[src/rtl/vector_merge_unit_pipe.sv]
// rtl/vector_merge_unit_pipe.sv - elastic vmerge/vmv execution unit with configurable pipeline depth
module vector_merge_unit_pipe #(
  parameter int VLEN       = 128,
  parameter int NUM_STAGES = 2,
  parameter int ELEN       = 64
) (
  input  logic                       clock,
  input  logic                       reset,
  input  logic                       valid_i,
  output logic                       ready_o,
  input  logic [1:0]                 op_mode,
  input  logic [1:0]                 sew,
  input  logic [$clog2(VLEN/8):0]    vl,
  input  logic                       tail_agn,
  input  logic [ELEN-1:0]            scalar,
  input  logic [VLEN-1:0]            vs2,
  input  logic [VLEN-1:0]            vs1,
  input  logic [VLEN-1:0]            v0,
  input  logic [VLEN-1:0]            vd_old,
  output logic                       valid_o,
  input  logic                       ready_i,
  output logic [VLEN-1:0]            vd,
  output logic                       illegal_o
);

  localparam int NBYTES = VLEN / 8;
  localparam int VLW    = $clog2(VLEN / 8) + 1;

  // Only the low NBYTES mask bits can govern an element (e8 has the most elements).
  logic unused_v0;
  assign unused_v0 = ^v0[VLEN-1:NBYTES];

  logic [VLEN-1:0] comp_vd;
  logic            comp_ill;

  assign comp_ill = (op_mode == 2'b11);

  // The result is built byte by byte: each byte finds its owning element for the
  // current SEW, so one datapath serves all four element widths.
  for (genvar b = 0; b < NBYTES; b++) begin : g_byte
    logic       mask_bit;
    logic       body;
    logic [7:0] sc_byte;
    logic [7:0] res_byte;

    // Resolve owning element: its mask bit, body/tail status and matching scalar byte
    always_comb begin
      mask_bit = v0[b];
      body     = (vl > VLW'(b));
      sc_byte  = scalar[7:0];
      case (sew)
        2'b01: begin
          mask_bit = v0[b/2];
          body     = (vl > VLW'(b/2));
          sc_byte  = scalar[(b%2)*8 +: 8];
        end
        2'b10: begin
          mask_bit = v0[b/4];
          body     = (vl > VLW'(b/4));
          sc_byte  = scalar[(b%4)*8 +: 8];
        end
        2'b11: begin
          mask_bit = v0[b/8];
          body     = (vl > VLW'(b/8));
          sc_byte  = scalar[(b%8)*8 +: 8];
        end
        default: ;
      endcase
    end

    // Operation select, then tail override (illegal ops pass vd_old through untouched)
    always_comb begin
      case (op_mode)
        2'b00:   res_byte = mask_bit ? vs1[b*8 +: 8] : vs2[b*8 +: 8];
        2'b01:   res_byte = mask_bit ? sc_byte : vs2[b*8 +: 8];
        2'b10:   res_byte = vs1[b*8 +: 8];
        default: res_byte = vd_old[b*8 +: 8];
      endcase
      if (op_mode != 2'b11 && !body) begin
        res_byte = tail_agn ? 8'hFF : vd_old[b*8 +: 8];
      end
    end

    assign comp_vd[b*8 +: 8] = res_byte;
  end

  logic [NUM_STAGES-1:0]           stg_valid;
  logic [NUM_STAGES-1:0]           stg_load;
  logic [NUM_STAGES-1:0]           stg_ill;
  logic [NUM_STAGES-1:0][VLEN-1:0] stg_vd;

  // Each stage advances when it is empty or the stage after it advances; this lets
  // bubbles collapse under back-pressure while full stages hold.
  for (genvar k = 0; k < NUM_STAGES; k++) begin : g_stage
    logic            valid_q, valid_d;
    logic            ill_q, ill_d;
    logic [VLEN-1:0] vd_q, vd_d;
    logic            in_valid, in_ill;
    logic [VLEN-1:0] in_vd;

    if (k == 0) begin : g_src
      assign in_valid = valid_i;
      assign in_ill   = comp_ill;
      assign in_vd    = comp_vd;
    end else begin : g_src
      assign in_valid = stg_valid[k-1];
      assign in_ill   = stg_ill[k-1];
      assign in_vd    = stg_vd[k-1];
    end

    if (k == NUM_STAGES - 1) begin : g_load
      assign stg_load[k] = !valid_q || ready_i;
    end else begin : g_load
      assign stg_load[k] = !valid_q || stg_load[k+1];
    end

    // Take upstream contents when advancing; payload is only captured for a real op
    always_comb begin
      valid_d = valid_q;
      ill_d   = ill_q;
      vd_d    = vd_q;
      if (stg_load[k]) begin
        valid_d = in_valid;
        if (in_valid) begin
          ill_d = in_ill;
          vd_d  = in_vd;
        end
      end
    end

    // Stage register; reset empties the stage and clears its payload
    always_ff @(posedge clock) begin
      if (reset) begin
        valid_q <= 1'b0;
        ill_q   <= 1'b0;
        vd_q    <= '0;
      end else begin
        valid_q <= valid_d;
        ill_q   <= ill_d;
        vd_q    <= vd_d;
      end
    end

    assign stg_valid[k] = valid_q;
    assign stg_ill[k]   = ill_q;
    assign stg_vd[k]    = vd_q;
  end

  assign ready_o   = stg_load[0];
  assign valid_o   = stg_valid[NUM_STAGES-1];
  assign illegal_o = stg_ill[NUM_STAGES-1];
  assign vd        = stg_vd[NUM_STAGES-1];

endmodule

[config.mk]
export PLATFORM = sky130hd
export DESIGN_NAME = vector_merge_unit_pipe
export DESIGN_NICKNAME = d
export VERILOG_FILES = /design/src/rtl/vector_merge_unit_pipe.sv
export SDC_FILE = /design/constraint.sdc
export NUM_CORES = 1
export LEC_CHECK = 0
export ABC_CLOCK_PERIOD_IN_PS = 3150
export CAP_MARGIN = 30
export CELL_PAD_IN_SITES_DETAIL_PLACEMENT = 0
export CELL_PAD_IN_SITES_GLOBAL_PLACEMENT = 2
export CORE_AREA = 2 2 284 286
export DETAILED_ROUTE_END_ITERATION = 8
export DIE_AREA = 0 0 286 288
export PLACE_DENSITY_LB_ADDON = 0.1
export SYNTH_ARGS = -nofsm -noshare
export SYNTH_HDL_FRONTEND = slang
export SYNTH_SLANG_ARGS = --single-unit
[constraint.sdc]
create_clock -name clock -period 3.15 [get_ports clock]
set_clock_uncertainty 0.15 [all_clocks]
set_input_delay 0.63 -clock clock [delete_from_list [all_inputs] [get_ports clock]]
set_output_delay 0.63 -clock clock [all_outputs]
set_load 0.03 [all_outputs]
==> results.toml <==
[global_routing]
antenna_found_initial = 30
grt_use_met2_pct = 42.2
grt_pass1_vias = 19076
grt.met3_usage_pct = 6.19
gr-usage-met1_pct = 30.2
grt_max_degree = 76
track_usage_pct = 24.3
grt_pass1_wl_um = 143000
grt-busiest-layer = "met2"
grt-ovfl-total = 0

[placed_design]
gp_congestion = 0.880
port_buffers = 608
dp.cells = 3783
dp_hpwl_um = 83100

[pwr]
combPwrFrac_pct = 28.2
pwr-share-seq_pct = 32.2
power_density_nw_per_um2 = 445
leakage_nw = 9.33
intPower_mw = 7.81
p_switching_mw = 3.53
irDropWorstVdd_mv = 0.252
p_clk_share_pct = 39.7
swShare_pct = 31.1

[layout]
seq_area_um2 = 5200
area_growth_pct = 74.0
final_common_cell = "clkdlybuf4s50_1"
stdcell_count = 3862
nFillCells = 8599
multiInputGateArea_um2 = 8740
drive_gt1_share_pct = 16.1
final_cell_mix = "605 x clkdlybuf4s50_1, 408 x nand2_1, 266 x buf_4"
layout.nets = 3358

[clock_network]
insertion_delay_ns = 0.56
clockBufferDepth = 3
numClockSinks = 260
cts_hold_buf = 0
cts_buffers = 38
post_cts_buffers = 0
htree_levels = 2
cts_tree = "done"
root_buffer = "clkbuf_16"
clk_pin_slew_ns = 0.06

[logic_synthesis]
synth_top_family_by_area = "compound AO/OA/AOI/OAI gates"
netlist-cell-type-count = 87
ys_ff_latch = 260
synthSimpleGateAreaFrac_pct = 23.4
synthMuxAreaShare_pct = 1.62
yosys_most_used_dff = "dfxtp_1"
syn_nets = 2561
synth-xor-area-share_pct = 0
syn_area_um2 = 14600
synth_top_cell_by_area = "dfxtp_1"
synth_top_area_share_pct = 35.6
yosys_warnings = 0
ys_seq_area_share_pct = 35.6
synth-compound-area-share_pct = 33.7
avgSynthCellArea_um2 = 7.44
syn_inst = 1967
synth_fa_ha_area_share_pct = 0.342
post_synth_main_area_contributors = "dfxtp_1 36%, nand2_1 11%, a21oi_1 9.1%, nor2_1 4.4%, clkbuf_1 2.6%"
synthArstFlopShare_pct = 0
synth_edf_count = 0

[route]
drtIter0Drc = 1071
num_vias = 18569
wl_um = 104000
wl_per_cell_um = 27.0
postRouteAntennaNets = 0
drc = 0
drtPass1Iterations = 5
via_per_inst = 4.81

[worst_setup_path]
crit_type = "in2reg"
endpoint_kind = "register"
crit_required_ns = 3.43
crit_path_start_kind = "input port"
critPathSlowestCell = "clkdlybuf4s50_1"
rrSetupSlack_ns = 0.76
cpPeakStageDelay_ns = 0.54
critPathArrivalTime_ns = 3.39
r2r_end = "g_stage[0].vd_q[65]"
cp.depth = 10
crit_family = "compound AO/OA/AOI/OAI gates"
reg2reg_depth = 6
path_cells = "clkdlybuf4s50_1 -> inv_1 -> ha_1 -> buf_12 -> or2_4 -> a21oi_1 -> nand3b_1 -> a21oi_1 -> a2111oi_2 -> a2111oi_2"
worst-path-buf-inv = 3
timing.rr.start = "valid_o"
crit_fanout = 10

[min_path]
holdPathStages = 2
hold_end = "vd[70]"
min_from = "g_stage[0].vd_q[70]"
min_path_type = "reg2reg"

[sta]
clock.fmax_mhz = 322
final-setup-viol-count = 0
timing.slew.headroom_pct = 48.7
worst_slew_pin_slew_ns = 0.769
hold_viol_final = 0
timing.final.crit_share_pct = 98.7
whs_ns = 0.287
rsz0062_at_grt = "true"
period_minus_slack_ns = 3.11
slew_violations = 0

[floorplan]
die_w_um = 286
die_area_um2 = 82400
fp.dieH_um = 288
coreArea_um2 = 79600
initial_core_util_pct = 18.4
ioPinCount = 721
num_rows = 104

[outcome]
status = "finished clean"

[run]
max-cap-violations = 0
state kept, by name, summed over array words and instances, names as in the netlist:
name	flops
g_stage.vd_q	128
illegal_o	1
g_stage.valid_q	1
vd	128
valid_o	1
g_stage.ill_q	1
per-stage QoR:
step,setup WS (ns),total power [mW],cell area [µm²],setup TNS (ns),util (%)
final,0.0416,11.3,25500,0,32.0
after global routing,-0.0185,11.8,25400,-0.0185,32.0
after CTS,0.0820,11.5,25400,0,31.9
after detailed placement,-0.501,6.91,24100,-40.76,30.3
after global placement,-0.542,6.90,24100,-42.53,30.3
after floorplan,0.410,4.97,14600,0,-
layer usage:
metal | share of wire (%) | wire length (µm)
met5 | 0.20 | 208
met4 | 1.8 | 1930
met3 | 6.3 | 6590
met2 | 48 | 50400
met1 | 43 | 45000
cell type report:
class,instances,area share [%]
multi-input combinational,1520,34.3
timing repair buffer,907,34.3
sequential,260,20.4
tap,1060,5.21
clock buffer,54,4.32
clock inverter,11,0.703
inverter,37,0.545
antenna,13,0.128
cell families after synthesis:
| kind of cell | Yosys count |
|---|---|
| DFF | 260 |
| buffers and inverters | 187 |
| adders and majority gates | 4 |
| muxes | 23 |
| AOI/OAI and AO/OA | 718 |
| and+or+nand+nor | 775 |
power groups by stage:
| stage | combinational, mW | clock [mW] | sequential (mW) |
|---|---|---|---|
| after floorplan | 1.17 | 0 | 3.80 |
| after global placement | 3.18 | 0 | 3.72 |
| after detailed placement | 3.19 | 0 | 3.72 |
| after CTS | 3.21 | 4.63 | 3.65 |
| after global routing | 3.41 | 4.75 | 3.68 |
| final | 3.19 | 4.50 | 3.65 |
synth_stat cells (4+ instances only):
| master | n |
|---|---|
| nand2_1 | 410 |
| nor4_1 | 24 |
| a21oi_1 | 265 |
| o32ai_1 | 16 |
| buf_2 | 22 |
| and3_1 | 11 |
| o21bai_1 | 8 |
| a2111oi_0 | 6 |
| o21a_1 | 11 |
| o221ai_1 | 23 |
| mux2i_1 | 20 |
| o21ai_0 | 64 |
| a2bb2oi_2 | 4 |
| a21oi_2 | 5 |
| a2111oi_1 | 8 |
| nor2_1 | 172 |
| nor3_1 | 58 |
| clkbuf_1 | 103 |
| nor2b_1 | 25 |
| a32o_1 | 8 |
| o2bb2ai_1 | 6 |
| or3_1 | 10 |
| nand2b_1 | 18 |
| and2_1 | 9 |
| a21o_1 | 6 |
| a221oi_1 | 22 |
| a22o_1 | 13 |
| nand3_1 | 9 |
| o221a_2 | 14 |
| buf_1 | 11 |
| dfxtp_1 | 260 |
| o21ai_1 | 21 |
| a31oi_1 | 6 |
| a2111oi_2 | 9 |
| nor4b_2 | 8 |
| a211oi_1 | 46 |
| ha_1 | 4 |
| o22a_1 | 13 |
| o22ai_1 | 45 |
| o211ai_1 | 34 |
| buf_4 | 12 |
| a22oi_1 | 25 |
| a2bb2oi_1 | 11 |
| inv_1 | 35 |
timing repair:
item                                    4_1_cts  5_1_grt
endpoints found under the hold margin         0        0
endpoints found under the setup margin        0        9
gates resized for setup                       0       13
worst max-delay path by stage:
stage                      start                  end  slack, ns
after floorplan           sew[0]  g_stage[0].vd_q[13]       0.41
after CTS                 sew[0]  g_stage[0].vd_q[14]       0.08
after global routing      sew[0]  g_stage[0].vd_q[64]      -0.02
final                     sew[0]  g_stage[0].vd_q[23]       0.04
after detailed placement  sew[0]  g_stage[0].vd_q[14]      -0.50
after global placement    sew[0]  g_stage[0].vd_q[23]      -0.54
worst min-delay path, cell delays in order, from the launching register on:
cell and delay (ns):
dfxtp_1 0.30, nand2_1 0.05, a21oi_1 0.05
No activity file was read; power rests on OpenSTA's default activity.
